File: src/rtl/hgw_clk_idle_ctrl.sv
// Idle-driven clock-gate controller: RUN/COUNT/GATED/WAKE FSM with round-robin wake grants.
// Optional gated-cycle statistics counter when HGW_CLK_IDLE_CTRL_STAT_EN is defined.
module hgw_clk_idle_ctrl #(
    parameter int NREQ     = 4,
    parameter int IDLE_W   = 8,
    parameter int WAKE_CYC = 2
) (
    input  logic              clk_i,
    input  logic              rst_n,
    input  logic              ctrl_en,
    input  logic [IDLE_W-1:0] idle_thr,
    input  logic [NREQ-1:0]   busy_i,
    input  logic [NREQ-1:0]   wake_req,
`ifdef HGW_CLK_IDLE_CTRL_STAT_EN
    input  logic              stat_clr,
    output logic [31:0]       stat_cnt,
`endif
    output logic [NREQ-1:0]   wake_ack,
    output logic              hw_en,
    output logic              gated_o
);

    localparam logic [1:0] S_RUN   = 2'd0;
    localparam logic [1:0] S_COUNT = 2'd1;
    localparam logic [1:0] S_GATED = 2'd2;
    localparam logic [1:0] S_WAKE  = 2'd3;

    localparam int PW = (NREQ > 1) ? $clog2(NREQ) : 1;
    localparam logic [3:0] WAKE_LAST = 4'(WAKE_CYC - 1);

    logic [1:0]        state, state_nxt;
    logic [IDLE_W-1:0] cnt, cnt_nxt;
    logic [3:0]        wcnt, wcnt_nxt;
    logic [PW-1:0]     ptr, ptr_nxt;
    logic [NREQ-1:0]   ack_nxt;
    logic [NREQ-1:0]   elig;
    logic              wake_cond;

    assign wake_cond = (|busy_i) | (|wake_req) | ~ctrl_en;

    always_comb begin
        state_nxt = state;
        cnt_nxt   = cnt;
        wcnt_nxt  = wcnt;
        unique case (state)
            S_RUN: begin
                if (!wake_cond) begin
                    state_nxt = S_COUNT;
                    cnt_nxt   = '0;
                end
            end
            S_COUNT: begin
                // activity is checked first so it beats a threshold hit
                if (wake_cond) begin
                    state_nxt = S_RUN;
                end else if (cnt >= idle_thr) begin
                    state_nxt = S_GATED;
                end else begin
                    cnt_nxt = cnt + 1'b1;
                end
            end
            S_GATED: begin
                if (wake_cond) begin
                    state_nxt = S_WAKE;
                    wcnt_nxt  = '0;
                end
            end
            S_WAKE: begin
                if (wcnt == WAKE_LAST) begin
                    state_nxt = S_RUN;
                end else begin
                    wcnt_nxt = wcnt + 1'b1;
                end
            end
            default: state_nxt = S_RUN;
        endcase
    end

    // a requester still holding wake_req during its ack cycle is masked out
    assign elig = wake_req & ~wake_ack;

    always_comb begin
        logic [PW:0] sum;
        logic        found;
        ack_nxt = '0;
        ptr_nxt = ptr;
        found   = 1'b0;
        sum     = '0;
        if (state == S_RUN) begin
            for (int k = 0; k < NREQ; k++) begin
                sum = {1'b0, ptr} + (PW+1)'(k);
                if (sum >= (PW+1)'(NREQ)) begin
                    sum = sum - (PW+1)'(NREQ);
                end
                if (!found && elig[sum[PW-1:0]]) begin
                    found                = 1'b1;
                    ack_nxt[sum[PW-1:0]] = 1'b1;
                    if (sum[PW-1:0] == PW'(NREQ - 1)) begin
                        ptr_nxt = '0;
                    end else begin
                        ptr_nxt = sum[PW-1:0] + 1'b1;
                    end
                end
            end
        end
    end

    always_ff @(posedge clk_i or negedge rst_n) begin
        if (!rst_n) begin
            state    <= S_RUN;
            cnt      <= '0;
            wcnt     <= '0;
            ptr      <= '0;
            wake_ack <= '0;
            hw_en    <= 1'b1;
            gated_o  <= 1'b0;
        end else begin
            state    <= state_nxt;
            cnt      <= cnt_nxt;
            wcnt     <= wcnt_nxt;
            ptr      <= ptr_nxt;
            wake_ack <= ack_nxt;
            hw_en    <= (state_nxt != S_GATED);
            gated_o  <= (state_nxt == S_GATED);
        end
    end

`ifdef HGW_CLK_IDLE_CTRL_STAT_EN
    always_ff @(posedge clk_i or negedge rst_n) begin
        if (!rst_n) begin
            stat_cnt <= '0;
        end else if (stat_clr) begin
            stat_cnt <= '0;
        end else if (gated_o && (stat_cnt != 32'hFFFF_FFFF)) begin
            stat_cnt <= stat_cnt + 32'd1;
        end
    end
`endif

endmodule
File: config.mk
export PLATFORM = sky130hd
export DESIGN_NAME = hgw_clk_idle_ctrl
export DESIGN_NICKNAME = d
export VERILOG_FILES = /design/src/rtl/hgw_clk_idle_ctrl.sv
export SDC_FILE = /design/constraint.sdc
export NUM_CORES = 1
export LEC_CHECK = 0
export BUFFER_PORTS_ARGS = -buffer_cell sky130_fd_sc_hd__buf_2
export CAP_MARGIN = 30
export CORE_MARGIN = 3
export CORE_UTILIZATION = 30
export CTS_CLUSTER_SIZE = 24
export DETAILED_ROUTE_END_ITERATION = 10
export HOLD_SLACK_MARGIN = 0.06
export PLACE_DENSITY_LB_ADDON = 0.05
export SETUP_SLACK_MARGIN = 0.1
export SYNTH_ARGS = -nofsm -noshare
export SYNTH_HDL_FRONTEND = slang
export SYNTH_SLANG_ARGS = --single-unit
export TNS_END_PERCENT = 30
File: constraint.sdc
create_clock -name clk_i -period 2.5 [get_ports clk_i]
set_clock_uncertainty 0.1 [all_clocks]
set_input_delay 0.375 -clock clk_i [delete_from_list [all_inputs] [get_ports clk_i]]
set_output_delay 0.375 -clock clk_i [all_outputs]
set_load 0.01 [all_outputs]
# Word level (Yosys, flattened, before mapping)
# Index checks and enable logic that the tools add are counted.
# totals
memories	0
output_inout_bits	6
mem_bits_rw	0
romBits	0
in_bits	19
wordCells	134
regBits	22
latchBits	0
# classes
eq_ne	15
n_reduce_logical	19
order_cmp	13
multipliers	0
shift	0
n_bitwise	8
mux	59
div	0
addsub	13
# ops
cell	count
2-to-1 mux 2 bit	21
2-to-1 mux 4 bit	10
2-to-1 mux 8 bit	3
case mux 8 bit (2 select lines)	1
equality test 2 bit (second input constant)	7
2-to-1 mux 1 bit	14
< comparator 2 x 3 -> 1 bit (second input constant)	4
inequality test 2 bit (second input constant)	6
bitwise OR 4 bit	3
greater-or-equal comparator 3 bit (second input constant)	3
adder 2 x 1 -> 2 bit (second input constant)	4
adder 8 x 1 -> 8 bit (second input constant)	1
binary-select mux 1 bit (select 2 bit)	4
demux 1 bit (select 2 bit)	4
greater-or-equal comparator 2 x 1 -> 1 bit (second input constant)	4
greater-or-equal comparator 8 bit	1
case mux 2 bit (4 select lines)	1
case mux 4 bit (2 select lines)	1
OR reduction 4 bit	2
subtractor 2 x 1 -> 2 bit (second input constant)	4
logical AND 1 bit	7
adder 2 x 2 -> 3 bit (second input constant)	2
adder 4 x 1 -> 4 bit (second input constant)	1
bitwise AND 4 bit	1
14 further kinds	18

# Depth between registers and ports, before layout
# Gate-level depths: netlist of the first run.
# depth
depth_word	19
mapped_depth	8

# Worst setup path before layout of the first run
# No wires, ideal clock.
# synth_timing
kind	register to register
startpoint	register ptr[0]
endpoint	register wake_ack[0]
required_time_ns	2.266
stages_incl_launch_ff	8
setup_time_ns	0.134
t_arrival_ns	1.995
path_buffers	1
path_slack_ns	0.271
period_less_slack_ns	2.229
path_cell_list	dfrtp_1 > buf_2 > inv_1 > ha_1 > mux4_2 > o311a_1 > a222oi_1 > a21oi_1
# synth_via
elab_chain_cells	19
elab_cells_between_ends	70
classes_between	add/sub: 7; order compare: 12; mux: 38; bitwise: 3; reduce/logical: 10
# synth_lines
item	line_no	source
start: declaration	34	logic [PW-1:0] ptr, ptr_nxt;
start signal: assignment	121	ptr <= ptr_nxt;
parallel branches: the longest is 17 deep, another holds adder 2 x 1 -> 3 bit	--	
2-to-1 mux 4 bit (*)	95	if (!found && elig[sum[PW-1:0]]) begin
2-to-1 mux 4 bit (*)	89	if (state == S_RUN) begin
net ack_nxt[0]	35	logic [NREQ-1:0] ack_nxt;
end signal: assignment	122	wake_ack <= ack_nxt;
end: declaration	18	output logic [NREQ-1:0] wake_ack,
# Mark *: on every way through the listed nets, which the timed path passes. The select of a mux whose other input is x is not followed.
# A chain may end at the register's enable or synchronous reset.

# Final worst setup path of the first run
# Ends and elaborated chain as after synthesis.

==> metrics.md, run 1 <==
| Metric | Value |
|---|---|
| DP HPWL | `3290 um` |
| NetSw | `735 uW` |
| Cell Area, Placed | `0.00192 mm2` |
| Post-Syn Area | `0.00167 mm2` |
| H-tree levels | `1` |
| DRT antenna net count | `0` |
| RSZ-0062 raised after global routing | `false` |
| Syn avg cell area | `8.81 um2` |
| Seq/Total Area, Yosys | `33.0%` |
| Largest net degree at the start of global routing | `23` |
| Layout cell share with drive strength beyond 1 | `21.6%` |
| # setup viols final | `0` |
| DIE HEIGHT | `80.7 um` |
| WP data arrival | `2.29 ns` |
| # DRC | `0` |
| DR WL/cell | `14.4 um` |
| Vias in the first global route | `1,531` |
| Max-slew violation count | `0` |
| Crit share post-route | `89.9%` |
| Internal power | `1.07 mW` |
| First-iteration detailed-routing DRC count | `53` |
| Final Critical Period | `2.25 ns` |
| Final hold vios | `0` |
| Congestion Overflow GR | `0` |
| Starting Density | `32.0%` |
| Rows | `26` |
| Max_slew headroom | `64.4%` |
| Reg-to-reg slack, setup | `0.25 ns` |
| Synth top area share | `31.4%` |
| Switching power share of the total | `40.8%` |
| Wirelength, routed | `4210 um` |
| Initial antenna violation count | `0` |
| DR vias | `1,551` |
| Post-Syn Instances | `190` |
| Area of the multi-input gates | `0.00106 mm2` |
| Synth Register Bits | `22` |
| Synth area leader | `dfrtp_1` |
| Warnings from Yosys | `0` |
| Top cells by area, synth | `dfrtp_1 31%, ha_1 13%, a21oi_1 5.7%` |
| Worst Setup SP | `ptr[0]` |
| CTS tree | `done` |
| Critical path capture point | `wake_ack[0]` |
| Clk pin slew, worst setup/hold paths | `0.09 ns` |
| EDFF count, synth | `0` |
| Crit Path Max Fanout | `7` |
| Post-synth net total | `226` |
| Root Driver | `clkbuf_8` |
| Critical R2R Launch | `ptr[0]` |
| Worst Setup End Kind | `flip-flop` |
| Hold crit path type | `in2reg` |
| MaxCap Viol Count | `0` |
| CP Launch Type | `flip-flop` |
| Pwr Density | `900 mW/mm2` |
| Final-layout fill cell count | `551` |
| Comb power frac | `52.1%` |
| PortBufs | `24` |
| Commonest cells in the synthesized netlist | `24 x nand2_1, 21 x dfrtp_1, 19 x a21oi_1` |
| Max VDD drop | `305 uV` |
| Clock share of power | `19.0%` |
| Cell variety after synth | `40` |
| Leakage power | `0.978 nW` |
| DIE WIDTH | `80.7 um` |
| CTS buffer count | `3` |
| Router iterations before antenna repair | `4` |
| Post-DR vias/cell | `5.31` |
| ANT cells | `0` |
| Depth of the most critical reg-to-reg path | `6` |
| Area Overhead vs Synth | `19.7%` |
| Clk buf depth | `2` |
| Most common cell in the netlist | `nand2_1` |
| CP Class | `reg2reg` |
| Slew @ Worst Pin | `0.534 ns` |
| Reg power frac | `28.8%` |
| Overall Power | `1.80 mW` |
| Post-Route Setup TNS | `0 ns` |
| Status | `finished clean` |
| Clk_lat worst skew | `0.27 ns` |
| # nets final | `259` |
| Ys flop type | `dfrtp_1` |
| Final instance area | `0.00200 mm2` |
| Tot GR Track Use | `13.5%` |
| RePlAce Congestion | `0.799` |
| First-pass GRT wire length | `6930 um` |
| CTS Sinks | `22` |
| CP required | `2.54 ns` |
| Io pins | `25` |
| R2r endpoint | `wake_ack[0]` |
| Worst hold stages | `5` |
| Core area | `0.00524 mm2` |
| Die area | `0.00651 mm2` |
| Area taken by flip-flops and latches | `552 um2` |
| Share of synthesized registers carrying an async set or reset | `100%` |
| Achievable Freq | `0.445 GHz` |
-- worst max-delay path: stages (launching register included) --
cell      delay (ns)
dfrtp_1         0.35
inv_1           0.11
ha_1            0.42
mux4_2          0.40
o311a_1         0.21
a222oi_1        0.42
a21oi_1         0.11
-- power by group through the flow --
stage / Combinational, mW / Sequential (mW) / Clock (mW)
floorplan: 0.674 / 0.502 / 0
global placement: 0.900 / 0.525 / 0
detailed placement: 0.936 / 0.529 / 0
CTS: 0.941 / 0.521 / 0.350
global route: 1.04 / 0.534 / 0.366
finish: 0.940 / 0.520 / 0.343
-- metal layers --
layer	track usage, %	part of all wire (%)
met4	3.21	0.50
met2	26.4	52
met1	15.4	43
met5	0	0
met3	1.79	4.5
-- worst min path at each step --
stage | start | endpoint | slack (ns)
finish | ctrl_en | state[1] | 0.46
global route | ctrl_en | state[1] | 0.48
CTS | ctrl_en | state[1] | 0.45
detailed placement | rst_n | cnt[4] | 0.29
global placement | rst_n | ptr[0] | 0.29
floorplan | rst_n | cnt[0] | -0.02
-- stage by stage --
stage / hold WS, ns / utilization [%] / cells / setup WS [ns]
floorplan: -0.0206 / - / 190 / 0.271
global placement: 0.286 / 36.6 / 287 / 0.232
detailed placement: 0.292 / 36.6 / 287 / 0.137
CTS: 0.454 / 38.2 / 292 / 0.229
global route: 0.477 / 38.2 / 292 / 0.131
finish: 0.456 / 38.2 / 292 / 0.252
-- area by class of cell --
cell class / count / share of cell area [%]
multi-input combinational: 150 / 52.8
sequential: 22 / 27.5
timing repair buffer: 32 / 9.12
tap: 70 / 4.37
inverter: 14 / 2.62
clock buffer: 3 / 2.06
clock inverter: 1 / 1.50
-- placed cells by master (no fill, tap or decap), types with 2 or more instances in the layout --
master / netlist / routed
a21oi_1: 19 / 19
or2_2: 2 / 2
mux4_2: 2 / 2
buf_2: 1 / 24
buf_4: 0 / 7
ha_1: 17 / 17
o21a_1: 2 / 2
dfrtp_1: 21 / 21
o31ai_1: 7 / 7
or3_1: 3 / 3
nor2b_1: 5 / 5
a222oi_1: 4 / 4
inv_1: 14 / 14
and3_1: 2 / 2
or4_1: 4 / 4
o21ai_0: 10 / 10
nand2_1: 24 / 24
mux2i_1: 2 / 2
clkbuf_8: 0 / 3
nor3_1: 11 / 11
nor2_1: 7 / 7
nand3_1: 5 / 5
a22o_1: 2 / 2
nand2b_1: 6 / 6
-- flip-flops by register name (all words and copies together) (netlist names) --
register and count:
cnt 8, gated_o 1, hw_en 1, ptr 2, state 2, wake_ack 4, wcnt 4
-- kinds of logic after synthesis --
logic type,Yosys count,synth area share (%)
adders and majority gates,17,12.7
buffers and inverters,18,4.11
AOI/OAI and AO/OA,53,21.2
muxes,4,3.89
and+or+nand+nor,76,25.1
DFF,22,33.0
-- repair_timing --
item                                    CTS  global route
resized for setup                         0             1
hold buffers                              1             0
buffers inserted                          0             0
endpoints found under the setup margin    0             3
hold endpoints to repair                 21             0
Power figures use the tool's default switching activity.
==> run 2, diff against run 1 <==
--- a/config.mk
+++ b/config.mk
@@ -7,6 +7,7 @@
 export LEC_CHECK = 0
 export BUFFER_PORTS_ARGS = -buffer_cell sky130_fd_sc_hd__buf_2
 export CAP_MARGIN = 30
+export CORE_ASPECT_RATIO = 0.6
 export CORE_MARGIN = 3
 export CORE_UTILIZATION = 30
 export CTS_CLUSTER_SIZE = 24
==> run 2 against run 1 <==
  * Maximum frequency shrank 0.46%
  * Largest cell class unchanged
  * Sequential power is 2% lower
  * Critical path type unchanged
  * Routed wire length up 5.3%
  * Largest power group unchanged
==> metrics.md, run 2 (synthesis gave the netlist of run 1 again) <==
| Metric | Value |
|---|---|
| Max reg flops | `8 (unchanged)` |
| Worst hold stages | `5 (unchanged)` |
| CTS buffer count | `3 (unchanged)` |
| R2r endpoint | `ptr[0]` |
| Reg power frac | `28.3% (-0.5 points)` |
| Worst Path Buf+Inv | `1 (unchanged)` |
| Largest reg by FF count | `cnt` |
| Final Core Density | `38.2% (-0.041 points)` |
| # DRC | `0 (unchanged)` |
| Crit Path Max Fanout | `6 (-1)` |
| Initial antenna violation count | `0 (unchanged)` |
| Starting Density | `32.0% (+0.046 points)` |
| Post-Route Setup TNS | `0 ns (unchanged)` |
| CP max stage cell | `dfrtp_1` |
| PortBufs | `24 (unchanged)` |
| Tot GR Track Use | `13.8% (+0.23 points)` |
| CTS Sinks | `22 (unchanged)` |
| Achievable Freq | `0.443 GHz (-0.46%)` |
| Worst Setup End Kind | `flip-flop` |
| CP Launch Type | `flip-flop` |
| # nets final | `262 (+1.2%)` |
| ANT cells | `0 (unchanged)` |
| DIE HEIGHT | `63.9 um (-21%)` |
| Wirelength, routed | `4440 um (+5.3%)` |
| NetSw | `776 uW (+5.5%)` |
| Status | `finished clean` |
| DP HPWL | `3470 um (+5.3%)` |
| Critical path depth | `7 (+1)` |
| Clk buf depth | `2 (unchanged)` |
| Final hold vios | `0 (unchanged)` |
| # setup viols final | `0 (unchanged)` |
| Pwr Density | `899 mW/mm2 (about the same)` |
| Largest stage delay on the critical path | `0.38 ns (-0.04 ns)` |
| Crit share post-route | `90.3% (+0.41 points)` |
| Max-slew violation count | `0 (unchanged)` |
| Area Overhead vs Synth | `19.4%` |
| Final Critical Period | `2.26 ns (+0.0103 ns)` |
| Clock share of power | `12.8% (-6.2 points)` |
| Hold crit path type | `in2reg` |
| First-pass GRT wire length | `7090 um (+2.2%)` |
| DR vias | `1,544 (-0.45%)` |
| Hold Crit Start | `ctrl_en` |
| Core area | `0.00523 mm2 (-0.14%)` |
| Internal power | `1.02 mW (-4.3%)` |
| Root Driver | `clkbuf_8` |
| Top Family by Delay on Critical Path | `compound AO/OA/AOI/OAI gates` |
| Router iterations before antenna repair | `4 (unchanged)` |
| CTS tree | `done` |
| DRT antenna net count | `0 (unchanged)` |
| Clk pin slew, worst setup/hold paths | `0.08 ns (about the same)` |
| Vias in the first global route | `1,369 (-11%)` |
| Largest net degree at the start of global routing | `23 (unchanged)` |
| Die area | `0.00654 mm2 (+0.46%)` |
| Comb power frac | `58.9% (+6.8 points)` |
| Clk_lat worst skew | `0.27 ns (about the same)` |
| Layout cell share with drive strength beyond 1 | `22.7% (+1.0 points)` |
| Final-layout fill cell count | `539 (-2.2%)` |
| RSZ-0062 raised after global routing | `true` |
| Io pins | `25 (unchanged)` |
| Most frequent cells in the layout | `24 x nand2_1, 24 x buf_2, 21 x dfrtp_1, 19 x a21oi_1, 16 x ha_1` |
| WP data arrival | `2.32 ns (+0.03 ns)` |
| Largest regs | `cnt x8, wake_ack x4, wcnt x4` |
| Leakage power | `0.979 nW (about the same)` |
| First-iteration detailed-routing DRC count | `139 (+160%)` |
| CP Class | `reg2reg` |
| Critical Path, Cell by Cell | `inv_1 > ha_2 > and3_1 > o211ai_1 > a21oi_1 > or3_1 > a22o_1` |
| RePlAce Congestion | `0.904 (+13%)` |
| DIE WIDTH | `102 um (+27%)` |
| Congestion Overflow GR | `0 (unchanged)` |
| Depth of the most critical reg-to-reg path | `7 (+1)` |
| Reg-to-reg slack, setup | `0.24 ns (about the same)` |
| Max_slew headroom | `63.6% (-0.83 points)` |
| Worst Hold Path EP | `state[1]` |
| Max VDD drop | `286 uV (-6.1%)` |
| Post-DR vias/cell | `5.31 (-0.11%)` |
| Critical R2R Launch | `ptr[0]` |
| DR WL/cell | `15.2 um (+5.7%)` |
| MaxCap Viol Count | `0 (unchanged)` |
| CP required | `2.56 ns (+0.02 ns)` |
| Slew @ Worst Pin | `0.541 ns (+0.00674 ns)` |
| H-tree levels | `1 (unchanged)` |
| Rows | `20 (-23%)` |
| Switching power share of the total | `43.2% (+2.4 points)` |
==> run 2: layout make-up <==
type | count | area [um2] | share of cell area [%]
clock buffer | 4 | 45.0 | 2.25
multi-input combinational | 150 | 1060 | 53.1
tap | 66 | 82.6 | 4.13
inverter | 14 | 52.6 | 2.63
sequential | 22 | 552 | 27.6
timing repair buffer | 35 | 205 | 10.3
==> run 2: how the worst max path moves through the flow <==
stage           startpoint  slack (ns)          end
4_1_cts             ptr[0]        0.24       ptr[1]
3_5_place_dp   idle_thr[0]        0.14       cnt[6]
2_1_floorplan       ptr[0]        0.27  wake_ack[0]
3_3_place_gp   wake_req[3]        0.23       ptr[1]
6_report            ptr[0]        0.24       ptr[0]
5_1_grt             ptr[0]        0.09       ptr[0]
==> run 2: timing repair <==
| action | 4_1_cts | 5_1_grt |
|---|---|---|
| hold endpoints to repair | 21 | 0 |
| setup buffers | 0 | 0 |
| hold buffers | 1 | 0 |
| endpoints found under the setup margin | 0 | 2 |
| resized for setup | 0 | 2 |
==> run 2: metrics by stage <==
stage / setup slack, ns / instance area (um2) / hold slack, ns / total power [mW] / std cells
floorplan: 0.271 / 1670 / -0.0206 / 1.18 / 190
global placement: 0.229 / 1940 / 0.271 / 1.54 / 286
detailed placement: 0.144 / 1940 / 0.288 / 1.54 / 286
CTS: 0.237 / 1990 / 0.445 / 1.78 / 291
global route: 0.0854 / 2000 / 0.484 / 1.95 / 291
finish: 0.241 / 2000 / 0.437 / 1.80 / 291
==> run 2: power by group through the flow <==
| stage | clock, mW | combinational, mW | sequential [mW] |
|---|---|---|---|
| 6_report | 0.229 | 1.06 | 0.509 |
| 3_3_place_gp | 0 | 1.02 | 0.513 |
| 4_1_cts | 0.239 | 1.03 | 0.509 |
| 5_1_grt | 0.255 | 1.17 | 0.523 |
| 3_5_place_dp | 0 | 1.03 | 0.513 |
| 2_1_floorplan | 0 | 0.674 | 0.502 |
==> run 2: worst register-to-register path: stages (launching register included) <==
cell	delay, ns
dfrtp_1	0.38
inv_1	0.17
ha_2	0.36
and3_1	0.17
o211ai_1	0.35
a21oi_1	0.12
or3_1	0.31
a22o_1	0.18
==> run 2: per-layer routing <==
metal / global-route usage (%) / wire length, um
met4: 1.47 / 0
met3: 3.05 / 281
met1: 24.0 / 2500
met5: 0 / 0
met2: 16.7 / 1660
